### config.mk
export PLATFORM = sky130hd
export DESIGN_NAME = la_capture_ctrl
export DESIGN_NICKNAME = d
export VERILOG_FILES = /design/src/rtl/la_capt_pkg.sv /design/src/rtl/la_trig_match.sv /design/src/rtl/la_capture_ctrl.sv
export SDC_FILE = /design/constraint.sdc
export NUM_CORES = 1
export LEC_CHECK = 0
export BUFFER_PORTS_ARGS = -buffer_cell sky130_fd_sc_hd__buf_2
export CORE_ASPECT_RATIO = 1.5
export CORE_MARGIN = 8
export CORE_UTILIZATION = 45
export CTS_CLUSTER_SIZE = 25
export DETAILED_ROUTE_END_ITERATION = 8
export PLACE_DENSITY = 0.75
export SETUP_SLACK_MARGIN = 0.05
export SLEW_MARGIN = 20
export SYNTH_ARGS = -nofsm -noshare
export SYNTH_HDL_FRONTEND = slang
export SYNTH_SLANG_ARGS = --single-unit
### constraint.sdc
create_clock -name clk -period 6.33 [get_ports clk]
set_input_delay 0.633 -clock clk [delete_from_list [all_inputs] [get_ports clk]]
set_output_delay 0.633 -clock clk [all_outputs]
set_load 0.05 [all_outputs]
### src/rtl/la_capt_pkg.sv
// Shared constants for the logic-analyser capture controller:
// default widths and the capture FSM state encoding.
package la_capt_pkg;

    localparam int LA_ADDR_WIDTH = 12;
    localparam int LA_DATA_WIDTH = 8;

    localparam logic [2:0] ST_IDLE = 3'd0;
    localparam logic [2:0] ST_PRE  = 3'd1;
    localparam logic [2:0] ST_WAIT = 3'd2;
    localparam logic [2:0] ST_POST = 3'd3;
    localparam logic [2:0] ST_DONE = 3'd4;

endpackage

### src/rtl/la_trig_match.sv
// Trigger qualifier: masked pattern compare on the probe stream.
// Optional edge qualification is enabled by macro LA_CAPT_EDGE_TRIG_EN:
// a trigger then also needs "no match" on the previous valid sample.
module la_trig_match
    import la_capt_pkg::*;
#(
    parameter int DATA_WIDTH = LA_DATA_WIDTH
) (
`ifdef LA_CAPT_EDGE_TRIG_EN
    input  logic                  clk,
    input  logic                  rst,
    input  logic                  clr,
    input  logic                  track,
    input  logic                  trig_edge,
`endif
    input  logic [DATA_WIDTH-1:0] sample_in,
    input  logic                  sample_vld,
    input  logic [DATA_WIDTH-1:0] trig_value,
    input  logic [DATA_WIDTH-1:0] trig_mask,
    output logic                  hit
);

    logic match;

    assign match = sample_vld && ((sample_in & trig_mask) == (trig_value & trig_mask));

`ifdef LA_CAPT_EDGE_TRIG_EN
    logic prev_match_q;

    // Remember whether the last valid sample seen during a capture matched
    always_ff @(posedge clk) begin
        if (rst) begin
            prev_match_q <= 1'b0;
        end else if (clr) begin
            prev_match_q <= 1'b0;
        end else if (track && sample_vld) begin
            prev_match_q <= match;
        end
    end

    assign hit = match && (!trig_edge || !prev_match_q);
`else
    assign hit = match;
`endif

endmodule

### src/rtl/la_capture_ctrl.sv
// Logic-analyser capture controller: writes the probe stream into an
// external circular DPRAM, keeps pre_depth samples ahead of the trigger,
// fills the rest of the buffer after it, then serves readout by logical
// index (0 = oldest sample). Optional macro: LA_CAPT_EDGE_TRIG_EN adds the
// trig_edge input for edge-qualified triggering.
module la_capture_ctrl
    import la_capt_pkg::*;
#(
    parameter int ADDR_WIDTH = LA_ADDR_WIDTH,
    parameter int DATA_WIDTH = LA_DATA_WIDTH
) (
    input  logic                  clk,
    input  logic                  rst,
    input  logic                  arm,
    input  logic                  abort,
    input  logic [ADDR_WIDTH-1:0] pre_depth,
    input  logic [DATA_WIDTH-1:0] sample_in,
    input  logic                  sample_vld,
    input  logic [DATA_WIDTH-1:0] trig_value,
    input  logic [DATA_WIDTH-1:0] trig_mask,
`ifdef LA_CAPT_EDGE_TRIG_EN
    input  logic                  trig_edge,
`endif
    input  logic                  rd_en,
    input  logic [ADDR_WIDTH-1:0] rd_idx,
    output logic                  rd_vld,
    output logic [DATA_WIDTH-1:0] rd_data,
    output logic [ADDR_WIDTH-1:0] ram_waddr,
    output logic [DATA_WIDTH-1:0] ram_din,
    output logic                  ram_wen,
    output logic [ADDR_WIDTH-1:0] ram_raddr,
    output logic                  ram_ren,
    input  logic [DATA_WIDTH-1:0] ram_dout,
    output logic                  busy,
    output logic                  triggered,
    output logic                  done,
    output logic [ADDR_WIDTH-1:0] trig_pos
);

    localparam int MEM_DEPTH = 2 ** ADDR_WIDTH;

    logic [2:0]            state_q, state_d;
    logic [ADDR_WIDTH-1:0] wr_ptr_q, wr_ptr_d;
    logic [ADDR_WIDTH-1:0] pre_q, pre_d;
    logic [ADDR_WIDTH-1:0] trig_pos_q, trig_pos_d;
    logic [ADDR_WIDTH:0]   cnt_q, cnt_d;
    logic [ADDR_WIDTH:0]   cnt_inc;
    logic [ADDR_WIDTH:0]   post_target;
    logic                  trig_q, trig_d;
    logic                  rd_vld_q;
    logic                  capturing;
    logic                  arm_ok;
    logic                  wr_fire;
    logic                  hit;

    assign capturing   = (state_q == ST_PRE) || (state_q == ST_WAIT) || (state_q == ST_POST);
    assign arm_ok      = arm && !abort && ((state_q == ST_IDLE) || (state_q == ST_DONE));
    // abort wins over a sample arriving in the same cycle
    assign wr_fire     = capturing && sample_vld && !abort;
    assign cnt_inc     = cnt_q + 1'b1;
    // Post-trigger writes (trigger sample included) that complete the buffer
    assign post_target = (ADDR_WIDTH+1)'(MEM_DEPTH) - {1'b0, pre_q};

    la_trig_match #(
        .DATA_WIDTH (DATA_WIDTH)
    ) u_trig (
`ifdef LA_CAPT_EDGE_TRIG_EN
        .clk        (clk),
        .rst        (rst),
        .clr        (abort || arm_ok),
        .track      (capturing),
        .trig_edge  (trig_edge),
`endif
        .sample_in  (sample_in),
        .sample_vld (sample_vld),
        .trig_value (trig_value),
        .trig_mask  (trig_mask),
        .hit        (hit)
    );

    // Capture FSM next-state, write pointer, counters and trigger latch
    always_comb begin
        state_d    = state_q;
        wr_ptr_d   = wr_ptr_q;
        pre_d      = pre_q;
        trig_pos_d = trig_pos_q;
        cnt_d      = cnt_q;
        trig_d     = trig_q;
        if (abort) begin
            state_d = ST_IDLE;
            trig_d  = 1'b0;
        end else begin
            case (state_q)
                ST_IDLE, ST_DONE: begin
                    if (arm) begin
                        wr_ptr_d = '0;
                        cnt_d    = '0;
                        pre_d    = pre_depth;
                        trig_d   = 1'b0;
                        state_d  = (pre_depth == '0) ? ST_WAIT : ST_PRE;
                    end
                end
                ST_PRE: begin
                    if (wr_fire) begin
                        wr_ptr_d = wr_ptr_q + 1'b1;
                        if (cnt_inc == {1'b0, pre_q}) begin
                            cnt_d   = '0;
                            state_d = ST_WAIT;
                        end else begin
                            cnt_d = cnt_inc;
                        end
                    end
                end
                ST_WAIT: begin
                    if (wr_fire) begin
                        wr_ptr_d = wr_ptr_q + 1'b1;
                        if (hit) begin
                            trig_pos_d = wr_ptr_q;
                            trig_d     = 1'b1;
                            cnt_d      = (ADDR_WIDTH+1)'(1);
                            // With pre_depth = MEM_DEPTH-1 the trigger sample fills the buffer
                            state_d    = (post_target == (ADDR_WIDTH+1)'(1)) ? ST_DONE : ST_POST;
                        end
                    end
                end
                ST_POST: begin
                    if (wr_fire) begin
                        wr_ptr_d = wr_ptr_q + 1'b1;
                        cnt_d    = cnt_inc;
                        if (cnt_inc == post_target) begin
                            state_d = ST_DONE;
                        end
                    end
                end
                default: state_d = ST_IDLE;
            endcase
        end
    end

    // State registers with synchronous reset
    always_ff @(posedge clk) begin
        if (rst) begin
            state_q    <= ST_IDLE;
            wr_ptr_q   <= '0;
            pre_q      <= '0;
            trig_pos_q <= '0;
            cnt_q      <= '0;
            trig_q     <= 1'b0;
            rd_vld_q   <= 1'b0;
        end else begin
            state_q    <= state_d;
            wr_ptr_q   <= wr_ptr_d;
            pre_q      <= pre_d;
            trig_pos_q <= trig_pos_d;
            cnt_q      <= cnt_d;
            trig_q     <= trig_d;
            // Only flag read data if we are still in DONE when it returns
            rd_vld_q   <= ram_ren && (state_d == ST_DONE);
        end
    end

    assign ram_wen   = wr_fire;
    assign ram_waddr = wr_fire ? wr_ptr_q : '0;
    assign ram_din   = wr_fire ? sample_in : '0;

    // Logical index 0 is the oldest retained sample, pre_depth before trigger
    assign ram_ren   = (state_q == ST_DONE) && rd_en;
    assign ram_raddr = ram_ren ? (trig_pos_q - pre_q + rd_idx) : '0;
    assign rd_vld    = rd_vld_q;
    assign rd_data   = rd_vld_q ? ram_dout : '0;

    assign busy      = capturing;
    assign done      = (state_q == ST_DONE);
    assign triggered = trig_q;
    assign trig_pos  = trig_pos_q;

endmodule

==> results of run 1 <==
-- flip-flops by register name, indices dropped and copies added (netlist names) --
signal / cells
cnt_q: 13
pre_q: 12
trig_pos: 12
wr_ptr_q: 12
state_q: 3
rd_vld: 1
triggered: 1
-- power by group through the flow --
stage                     Clock, mW  Combinational, mW  Sequential [mW]
after floorplan                   0              0.171            0.356
after global placement            0              0.215            0.362
after detailed placement          0              0.221            0.363
after CTS                     0.298              0.222            0.355
after global routing          0.311              0.249            0.356
final                         0.294              0.222            0.355
-- Yosys cell counts, drive strengths merged, types with 3 or more instances --
cell and n:
or2 3, or4 4, and3 29, inv 54, xnor3 6, nor3b 8, a21o 5, xor2 27
o311ai 6, ha 16, xnor2 26, fa 11, nor2 63, buf 5, nor4 12, o21ai 11
nor2b 5, or3 10, o21bai 3, o22ai 4, nand3 23, nand3b 3, dfxtp 54, clkbuf 32
a22oi 5, nand4 16, nor3 19, and2 14, and4 4, a21oi 44, o211ai 3, nand2 55
nand2b 15
-- critical path, delay by kind of cell --
kind / cells / cell delay (ps)
AO/OA/AOI/OAI: 5 / 1220
XOR/XNOR: 1 / 90
adder cells (fa/ha/maj): 2 / 990
buffers and inverters: 4 / 480
AND/OR/NAND/NOR: 1 / 80
-- how the worst min path moves through the flow --
stage,to,depth (start not counted)
2_1_floorplan,trig_pos[11]$_SDFFE_PP0P_,2
3_3_place_gp,trig_pos[11]$_SDFFE_PP0P_,2
3_5_place_dp,trig_pos[11]$_SDFFE_PP0P_,2
4_1_cts,trig_pos[11]$_SDFFE_PP0P_,2
5_1_grt,trig_pos[11]$_SDFFE_PP0P_,2
6_report,trig_pos[11]$_SDFFE_PP0P_,2
-- through the flow --
| step | hold WS (ps) | instances | utilization |
|---|---|---|---|
| floorplan | 452 | 626 | - |
| global placement | 478 | 827 | 0.522 |
| detailed placement | 480 | 827 | 0.522 |
| CTS | 492 | 835 | 0.537 |
| global route | 509 | 835 | 0.537 |
| finish | 493 | 835 | 0.537 |
-- logic make-up (layout without fill, tap and decap cells) --
| group | after synthesis | after routing | synth area share |
|---|---|---|---|
| fa+ha+maj | 27 | 27 | 0.0900 |
| compound gates | 106 | 106 | 0.149 |
| flops | 54 | 54 | 0.231 |
| xor+xnor | 59 | 59 | 0.128 |
| buf+inv | 91 | 183 | 0.0755 |
| mux | 2 | 2 | 0.00428 |
| simple gates | 287 | 287 | 0.322 |
-- layout make-up --
cell class	count	area [um2]	area share
clock buffer	5	125	0.0230
clock inverter	3	28.8	0.00529
sequential	54	1080	0.199
multi-input combinational	481	3250	0.597
tap	117	146	0.0269
inverter	54	203	0.0372
timing repair buffer	121	611	0.112
-- layer usage --
| layer | up-vias | track usage | part of all wire |
|---|---|---|---|
| met5 | - | 0 | 0 |
| met4 | 0 | 0.110 | 0.050 |
| met3 | 46 | 0.0281 | 0.043 |
| met2 | 166 | 0.371 | 0.54 |
| met1 | 2265 | 0.199 | 0.37 |
| li1 | 2351 | - | - |
==> flow_metrics.env, run 1 <==
export IMPL_status="complete, no violations"
export IMPL_io_buffers=119
export IMPL_max_stage_delay_ps=530
export IMPL_critPathCaptureType="primary output"
export IMPL_hold_class="reg2reg"
export IMPL_core_area_um2=10100
export IMPL_cts_sinks=54
export IMPL_cap_violations=0
export IMPL_rsz0062_at_grt="no"
export IMPL_pwr_share_comb=0.255
export IMPL_vias=4828
export IMPL_p_total_mw=0.871
export IMPL_max_freq_ghz=0.241
export IMPL_cts_root_buf="clkbuf_16"
export IMPL_cp_cell_sequence="buf_2 -> inv_1 -> fa_1 -> inv_1 -> fa_1 -> a21o_1 -> a21oi_1 -> o21bai_1 -> a2111o_1 -> a41oi_1 -> xor2_1 -> nor2_1 -> buf_2"
export IMPL_path_clk_slew_ps=80
export IMPL_wl_per_cell_um=16.9
export IMPL_cp_required_ps=5700
export IMPL_hpwl_mm=11.2
export IMPL_dp_slack_ps=2190
export IMPL_drc_errors=0
export IMPL_min_from="wr_ptr_q[11]$_SDFFE_PP0P_"
export IMPL_rr_worst_depth=8
export IMPL_viasPerCell=5.78
export IMPL_reg2reg_slack_ps=2770
export IMPL_start_util=0.461
export IMPL_final_common_cell="buf_2"
export IMPL_critPathArrivalTime_ps=3510
export IMPL_layout_drive_gt1_share=0.195
export IMPL_cts_tree="done"
export IMPL_rr_endpoint="cnt_q[2]$_SDFFE_PP0P_"
export IMPL_cts_buffers=5
export IMPL_hold_viol=0
export IMPL_drv_slew=0
export IMPL_dpl_cell_area_um2=5290
export IMPL_pin_count=120
export IMPL_cts_hold_buf=0
export IMPL_n_fill_cell=973
export IMPL_grt_overflow_total=0
export IMPL_skew_ps=6.99
export IMPL_grt_max_degree=52
export IMPL_postLayoutCellArea_um2=5440
export IMPL_postSynthAreaPerCell_um2=7.47
export IMPL_min_period_ps=4140
export IMPL_nets=806
export IMPL_endpoint="ram_raddr[10]"
export IMPL_worst_pin_slew_ps=996
export IMPL_syn_inst=626
export IMPL_powerDensity_nw_per_um2=160
export IMPL_htree_levels=2
export IMPL_layout_setup_ws_ps=2190
export IMPL_p_leak_nw=2.59
export IMPL_die_h_um=141
export IMPL_fin_setup_tns_ps=0
export IMPL_mostFrequentLayoutCells="buf_2, nor2_1, nand2_1"
export IMPL_postCtsSetupBuffers=0
export IMPL_async_flop_share=0
export IMPL_yosys_area_top_type_share=0.231
export IMPL_finalSetupViolations=0
export IMPL_synthTopCellsByArea="dfxtp_1, nor2_1, xor2_1, xnor2_1, a21oi_1"
export IMPL_die_w_um=99.2
export IMPL_finalWirelength_mm=14.1
export IMPL_die_area_um2=14000
export IMPL_first_pass_iters=5
export IMPL_pwr_share_seq=0.408
export IMPL_sw_frac_of_total=0.315
export IMPL_yosysWarnings=0
export IMPL_crit_path_start="rd_idx[1]"
export IMPL_place_gp_congestion=0.960
export IMPL_clkPwrFrac=0.337
export IMPL_syn_nets=715
export IMPL_seq_area_frac_synth=0.231
export IMPL_synth_top_cell_by_area="dfxtp_1"
export IMPL_synthDistinctLibCells=61
export IMPL_ant_nets=0
export IMPL_vdd_ir_drop_max_mv=0.128
export IMPL_syn_area_um2=4670
export IMPL_worst_path_max_fanout=3
export IMPL_ctsResizeCount=0
export IMPL_diodes=0
export IMPL_antenna_found_initial=0
export IMPL_power_switching_mw=0.275
export IMPL_area_delta_synth_final_pct=16.5
export IMPL_grt_pass1_wl_mm=22.5
export IMPL_grt_pass1_vias=4787
export IMPL_row_count=45
export IMPL_ys_flop_type="dfxtp_1"
export IMPL_ys_seq_elements=54
export IMPL_path_class="in2out"
export IMPL_internal_power_mw=0.596
export IMPL_clock_latency_ps=300
export IMPL_cp_start_kind="input pin"
export IMPL_slew_headroom=0.333
export IMPL_r2r_start="cnt_q[0]$_SDFFE_PP0P_"
export IMPL_grt_util_all_layers=0.196
export IMPL_clockBufferDepth=2
export IMPL_drtIter0Drc=276
export IMPL_synth_edf_count=0
export IMPL_period_share=0.654
export IMPL_cp_slowest_cell="fa_1"
Power figures use the tool's default switching activity.
==> run 2, diff against run 1 <==
Settings changed: PLACE_DENSITY 0.75 to 0.77.
Clock period 6.33 ns to 3.3 ns, I/O delays scaled along.
==> run 2 against run 1 <==
- the flow now finishes with violations (setup timing)
- final cell count up 3.2%
- flip-flop and latch count unchanged
- die area unchanged
- sequential share of layout area down 1.2 points
- worst hold slack worse by 200 ps
- global-route usage up 1.9 points
- wire length up 10%
- worst setup slack worse by 2300 ps
- clock skew up 2.9 ps
- critical endpoint is now ram_raddr[8]
- largest power group unchanged
- highest routed layer unchanged
==> flow_metrics.env, run 2 (synthesized netlist as in run 1, its figures left out) <==
export IMPL_antenna_found_initial=0
export IMPL_clockBufferDepth=2
export IMPL_max_freq_ghz=0.291
export IMPL_largest_register_ff_count=13
export IMPL_cp_start_kind="flop"
export IMPL_slew_headroom=0.389
export IMPL_first_pass_iters=4
export IMPL_diodes=0
export IMPL_top_layer="met4"
export IMPL_finalWirelength_mm=15.5
export IMPL_cts_root_buf="clkbuf_16"
export IMPL_fin_setup_tns_ps=-296
export IMPL_dp_slack_ps=-61.3
export IMPL_final_common_cell="buf_2"
export IMPL_vias=4930
export IMPL_cp_required_ps=2970
export IMPL_worst_path_dominant_cell_family="compound AO/OA/AOI/OAI gates"
export IMPL_cts_hold_buf=0
export IMPL_rsz0062_at_grt="yes"
export IMPL_core_area_um2=10100
export IMPL_ant_nets=0
export IMPL_critical_path_buf_inv_count=5
export IMPL_hold_class="in2reg"
export IMPL_cts_buffers=5
export IMPL_layout_drive_gt1_share=0.260
export IMPL_whs_ps=288
export IMPL_layout_setup_ws_ps=-132
export IMPL_path_class="reg2out"
export IMPL_worst_pin_slew_ps=916
export IMPL_period_share=1.04
export IMPL_powerDensity_nw_per_um2=307
export IMPL_grt_overflow_total=0
export IMPL_start_util=0.461
export IMPL_sw_frac_of_total=0.328
export IMPL_path_clk_slew_ps=70
export IMPL_io_buffers=119
export IMPL_clock_latency_ps=310
export IMPL_finalSetupViolations=3
export IMPL_cts_tree="done"
export IMPL_grt_util_all_layers=0.215
export IMPL_drv_slew=0
export IMPL_mostFrequentLayoutCells="buf_2, nor2_1, nand2_1"
export IMPL_cts_sinks=54
export IMPL_hpwl_mm=12.1
export IMPL_status="finished with violations"
export IMPL_row_count=45
export IMPL_wl_met3_um=569
export IMPL_grt_max_degree=52
export IMPL_top_register="cnt_q"
export IMPL_nets=833
export IMPL_grt_pass1_vias=5039
export IMPL_hold_viol=0
export IMPL_p_leak_nw=2.75
export IMPL_critPathArrivalTime_ps=3100
export IMPL_pwr_share_seq=0.377
export IMPL_cp_cell_sequence="inv_2 -> fa_1 -> inv_2 -> ha_4 -> a21o_1 -> a21oi_2 -> o21bai_1 -> a2111o_1 -> buf_4 -> buf_6 -> nand3_1 -> nor3b_4 -> buf_6"
export IMPL_p_total_mw=1.79
export IMPL_critPathCaptureType="primary output"
export IMPL_htree_levels=2
export IMPL_pwr_share_comb=0.306
export IMPL_grt_pass1_wl_mm=24.3
export IMPL_clkPwrFrac=0.317
export IMPL_power_switching_mw=0.587
export IMPL_viasPerCell=5.72
export IMPL_cp_slowest_cell="fa_1"
export IMPL_area_delta_synth_final_pct=24.8
export IMPL_max_stage_delay_ps=560
export IMPL_wl_met1_mm=5.50
export IMPL_n_fill_cell=899
export IMPL_wl_per_cell_um=18.0
export IMPL_place_gp_congestion=0.944
export IMPL_skew_ps=9.86
export IMPL_drtIter0Drc=340
export IMPL_min_period_ps=3430
export IMPL_final_core_util=0.575
export IMPL_worst_path_max_fanout=3
export IMPL_die_area_um2=14000
export IMPL_drc_errors=0
export IMPL_vdd_ir_drop_max_mv=0.293
export IMPL_cap_violations=0
export IMPL_die_h_um=141
export IMPL_violations="setup timing"
export IMPL_internal_power_mw=1.20
export IMPL_pin_count=120
export IMPL_die_w_um=99.2
export IMPL_met2_length_mm=8.76
## run 2: layout make-up
| type | count | area, um2 | share of cell area |
|---|---|---|---|
| inverter | 54 | 203 | 0.0348 |
| tap | 117 | 146 | 0.0251 |
| multi-input combinational | 481 | 3380 | 0.580 |
| timing repair buffer | 148 | 856 | 0.147 |
| clock inverter | 3 | 28.8 | 0.00493 |
| clock buffer | 5 | 125 | 0.0215 |
| sequential | 54 | 1090 | 0.187 |
## run 2: power groups by stage
stage               clock [mW]  sequential (mW)  combinational [mW]
detailed placement           0            0.690               0.476
global placement             0            0.689               0.460
finish                   0.567            0.675               0.549
CTS                      0.573            0.675               0.497
global route             0.595            0.677               0.595
floorplan                    0            0.681               0.341
## run 2: what timing repair did
item / CTS / global route
gates resized for setup: 19 / 16
pin swaps: 14 / 18
endpoints found under the setup margin: 5 / 6
hold endpoints to repair: 0 / 0
buffers inserted: 1 / 6
## run 2: worst min-delay path, cell delays in order
cell and delay, ps:
buf_2 110, nand2_1 50, a21oi_1 50
## run 2: metrics by stage
stage	instance area (um2)	cells
CTS	5710	856
global route	5830	862
global placement	5490	847
floorplan	4730	626
detailed placement	5490	847
finish	5830	862
## run 2: final timing paths
kind | startpoint | end | slack [ps] | cells after the start
worst max register to register | pre_q[1]$_SDFFE_PP0P_ | rd_vld$_SDFF_PP0_ | 330 | 9
worst min register to register | wr_ptr_q[11]$_SDFFE_PP0P_ | trig_pos[11]$_SDFFE_PP0P_ | 490 | 2
worst max-delay path | trig_pos[2]$_SDFFE_PP0P_ | ram_raddr[8] | -130 | 13
worst min-delay path | pre_depth[0] | pre_q[0]$_SDFFE_PP0P_ | 290 | 3
## run 2: per-layer routing
metal	up-vias	GRT usage
met1	2352	0.209
met2	131	0.412
li1	2402	-
met4	0	0.124
met5	-	0
met3	45	0.0335
==> run 3, diff against run 2 <==
--- a/config.mk
+++ b/config.mk
@@ -8,3 +8,2 @@
 export BUFFER_PORTS_ARGS = -buffer_cell sky130_fd_sc_hd__buf_2
-export CORE_ASPECT_RATIO = 1.5
 export CORE_MARGIN = 8
==> constraint.sdc (replaced) <==
create_clock -name clk -period 3.3 [get_ports clk]
set_input_delay 0.66 -clock clk [delete_from_list [all_inputs] [get_ports clk]]
set_output_delay 0.66 -clock clk [all_outputs]
set_load 0.05 [all_outputs]
==> run 3 against run 2 <==
- the run still ends with setup timing left
- clock-buffer cell count stayed put
- sequential share of layout area is 0.94 points lower
- clock skew is 2.3 ps lower
- wire length is 1.7% lower
- register-to-register slack worse by 30 ps
- combinational power is 15% higher
- critical path depth is 1 lower
- final cell count is 5.0% higher
==> flow_metrics.env, run 3 (synthesized netlist as in run 1, its figures left out) <==
export IMPL_whs_ps=504
export IMPL_area_delta_synth_final_pct=31.1
export IMPL_critPathCaptureType="primary output"
export IMPL_critPathArrivalTime_ps=3250
export IMPL_pwr_share_comb=0.355
export IMPL_hpwl_mm=11.6
export IMPL_die_area_um2=13900
export IMPL_io_buffers=119
export IMPL_worstHoldPathCells=2
export IMPL_path_class="reg2out"
export IMPL_place_gp_congestion=0.911
export IMPL_grt_util_all_layers=0.205
export IMPL_rsz0062_at_grt="yes"
export IMPL_placed_cells=892
export IMPL_final_core_util=0.601
export IMPL_vdd_ir_drop_max_mv=0.297
export IMPL_reg2reg_slack_ps=300
export IMPL_start_util=0.459
export IMPL_drv_slew=0
export IMPL_mostFrequentLayoutCells="buf_2, nor2_1, nand2_1"
export IMPL_hold_class="reg2reg"
export IMPL_crit_path_start="trig_pos[1]$_SDFFE_PP0P_"
export IMPL_n_fill_cell=875
export IMPL_hold_viol=0
export IMPL_power_switching_mw=0.589
export IMPL_min_from="wr_ptr_q[11]$_SDFFE_PP0P_"
export IMPL_die_w_um=118
export IMPL_finalWirelength_mm=15.3
export IMPL_period_share=1.19
export IMPL_pwr_share_seq=0.378
export IMPL_layout_drive_gt1_share=0.296
export IMPL_core_area_um2=10200
export IMPL_grt_pass1_wl_mm=24.0
export IMPL_diodes=0
export IMPL_cts_sinks=54
export IMPL_htree_levels=2
export IMPL_powerDensity_nw_per_um2=289
export IMPL_cts_hold_buf=0
export IMPL_min_period_ps=3910
export IMPL_clkPwrFrac=0.267
export IMPL_layout_setup_ws_ps=-615
export IMPL_p_total_mw=1.77
export IMPL_worst_pin_slew_ps=882
export IMPL_holdPathEnd="trig_pos[11]$_SDFFE_PP0P_"
export IMPL_vias=5031
export IMPL_multiInputGateArea_um2=3470
export IMPL_p_leak_nw=2.89
export IMPL_sw_frac_of_total=0.332
export IMPL_grt_pass1_vias=4901
export IMPL_cp_start_kind="flop"
export IMPL_top_register="cnt_q"
export IMPL_worst_path_max_fanout=2
export IMPL_first_pass_iters=5
export IMPL_finalSetupViolations=7
export IMPL_drc_errors=0
export IMPL_pin_count=120
export IMPL_slew_headroom=0.412
export IMPL_violations="setup timing"
export IMPL_regArea_um2=1090
export IMPL_grt_max_degree=52
export IMPL_internal_power_mw=1.18
export IMPL_rr_worst_depth=9
export IMPL_skew_ps=7.57
export IMPL_cts_tree="done"
export IMPL_postLayoutCellArea_um2=6130
export IMPL_r2r_start="pre_q[1]$_SDFFE_PP0P_"
export IMPL_cts_root_buf="clkbuf_8"
export IMPL_row_count=37
export IMPL_die_h_um=118
export IMPL_dpl_cell_area_um2=5790
export IMPL_largest_register_ff_count=13
export IMPL_clockBufferDepth=2
export IMPL_cap_violations=0
export IMPL_max_freq_ghz=0.255
export IMPL_final_common_cell="buf_2"
export IMPL_clock_latency_ps=310
export IMPL_viasPerCell=5.56
export IMPL_wl_per_cell_um=16.9
export IMPL_ant_nets=0
export IMPL_antenna_found_initial=0
export IMPL_cts_buffers=5
export IMPL_rr_endpoint="rd_vld$_SDFF_PP0_"
export IMPL_cp_required_ps=2640
export IMPL_path_clk_slew_ps=110
export IMPL_nets=857
export IMPL_final_cells=905
export IMPL_status="finished with violations"
export IMPL_drtIter0Drc=382
export IMPL_grt_overflow_total=0
-- run 3: per-layer routing --
layer	global-route usage	vias to the layer above	part of all wire
met5	0	-	0
li1	-	2441	-
met4	0.0665	0	0.018
met1	0.260	2347	0.43
met3	0.0475	26	0.076
met2	0.337	217	0.47
-- run 3: worst max-delay path by stage --
| stage | to | slack (ps) | cells after the start |
|---|---|---|---|
| 2_1_floorplan | ram_raddr[8] | -320 | 10 |
| 3_3_place_gp | ram_raddr[10] | -560 | 13 |
| 3_5_place_dp | ram_raddr[9] | -660 | 15 |
| 4_1_cts | ram_raddr[10] | -590 | 12 |
| 5_1_grt | ram_raddr[10] | -700 | 12 |
| 6_report | ram_raddr[10] | -610 | 12 |
-- run 3: power by group through the flow --
| stage | logic, mW | clock network [mW] | registers [mW] |
|---|---|---|---|
| global route | 0.680 | 0.509 | 0.670 |
| floorplan | 0.367 | 0 | 0.682 |
| global placement | 0.516 | 0 | 0.684 |
| detailed placement | 0.541 | 0 | 0.684 |
| finish | 0.629 | 0.474 | 0.669 |
| CTS | 0.562 | 0.480 | 0.669 |
-- run 3: cell type report --
type	instances	area share
inverter	54	0.0347
sequential	54	0.177
clock buffer	5	0.0112
timing repair buffer	172	0.175
multi-input combinational	481	0.566
tap	136	0.0278
clock inverter	3	0.00776
-- run 3: worst max-delay path: stages, from the launching register on --
cell and delay [ps]:
dfxtp_2 370, inv_4 50, fa_1 560, inv_2 50, fa_2 360, a21o_1 200
a21oi_2 190, o21bai_1 130, a2111o_1 430, a41oi_2 200, xor2_2 200, nor2_4 50
buf_8 150
-- run 3: per-stage QoR --
step / setup TNS (ps) / setup WS (ps)
floorplan: -838 / -317
global placement: -2910 / -556
detailed placement: -3620 / -663
CTS: -2920 / -594
global route: -3870 / -699
finish: -3110 / -615
-- run 3: what timing repair did --
action,in CTS,in global routing
setup buffers,2,4
pin swaps,14,6
setup endpoints to repair,9,9
resized for setup,24,20
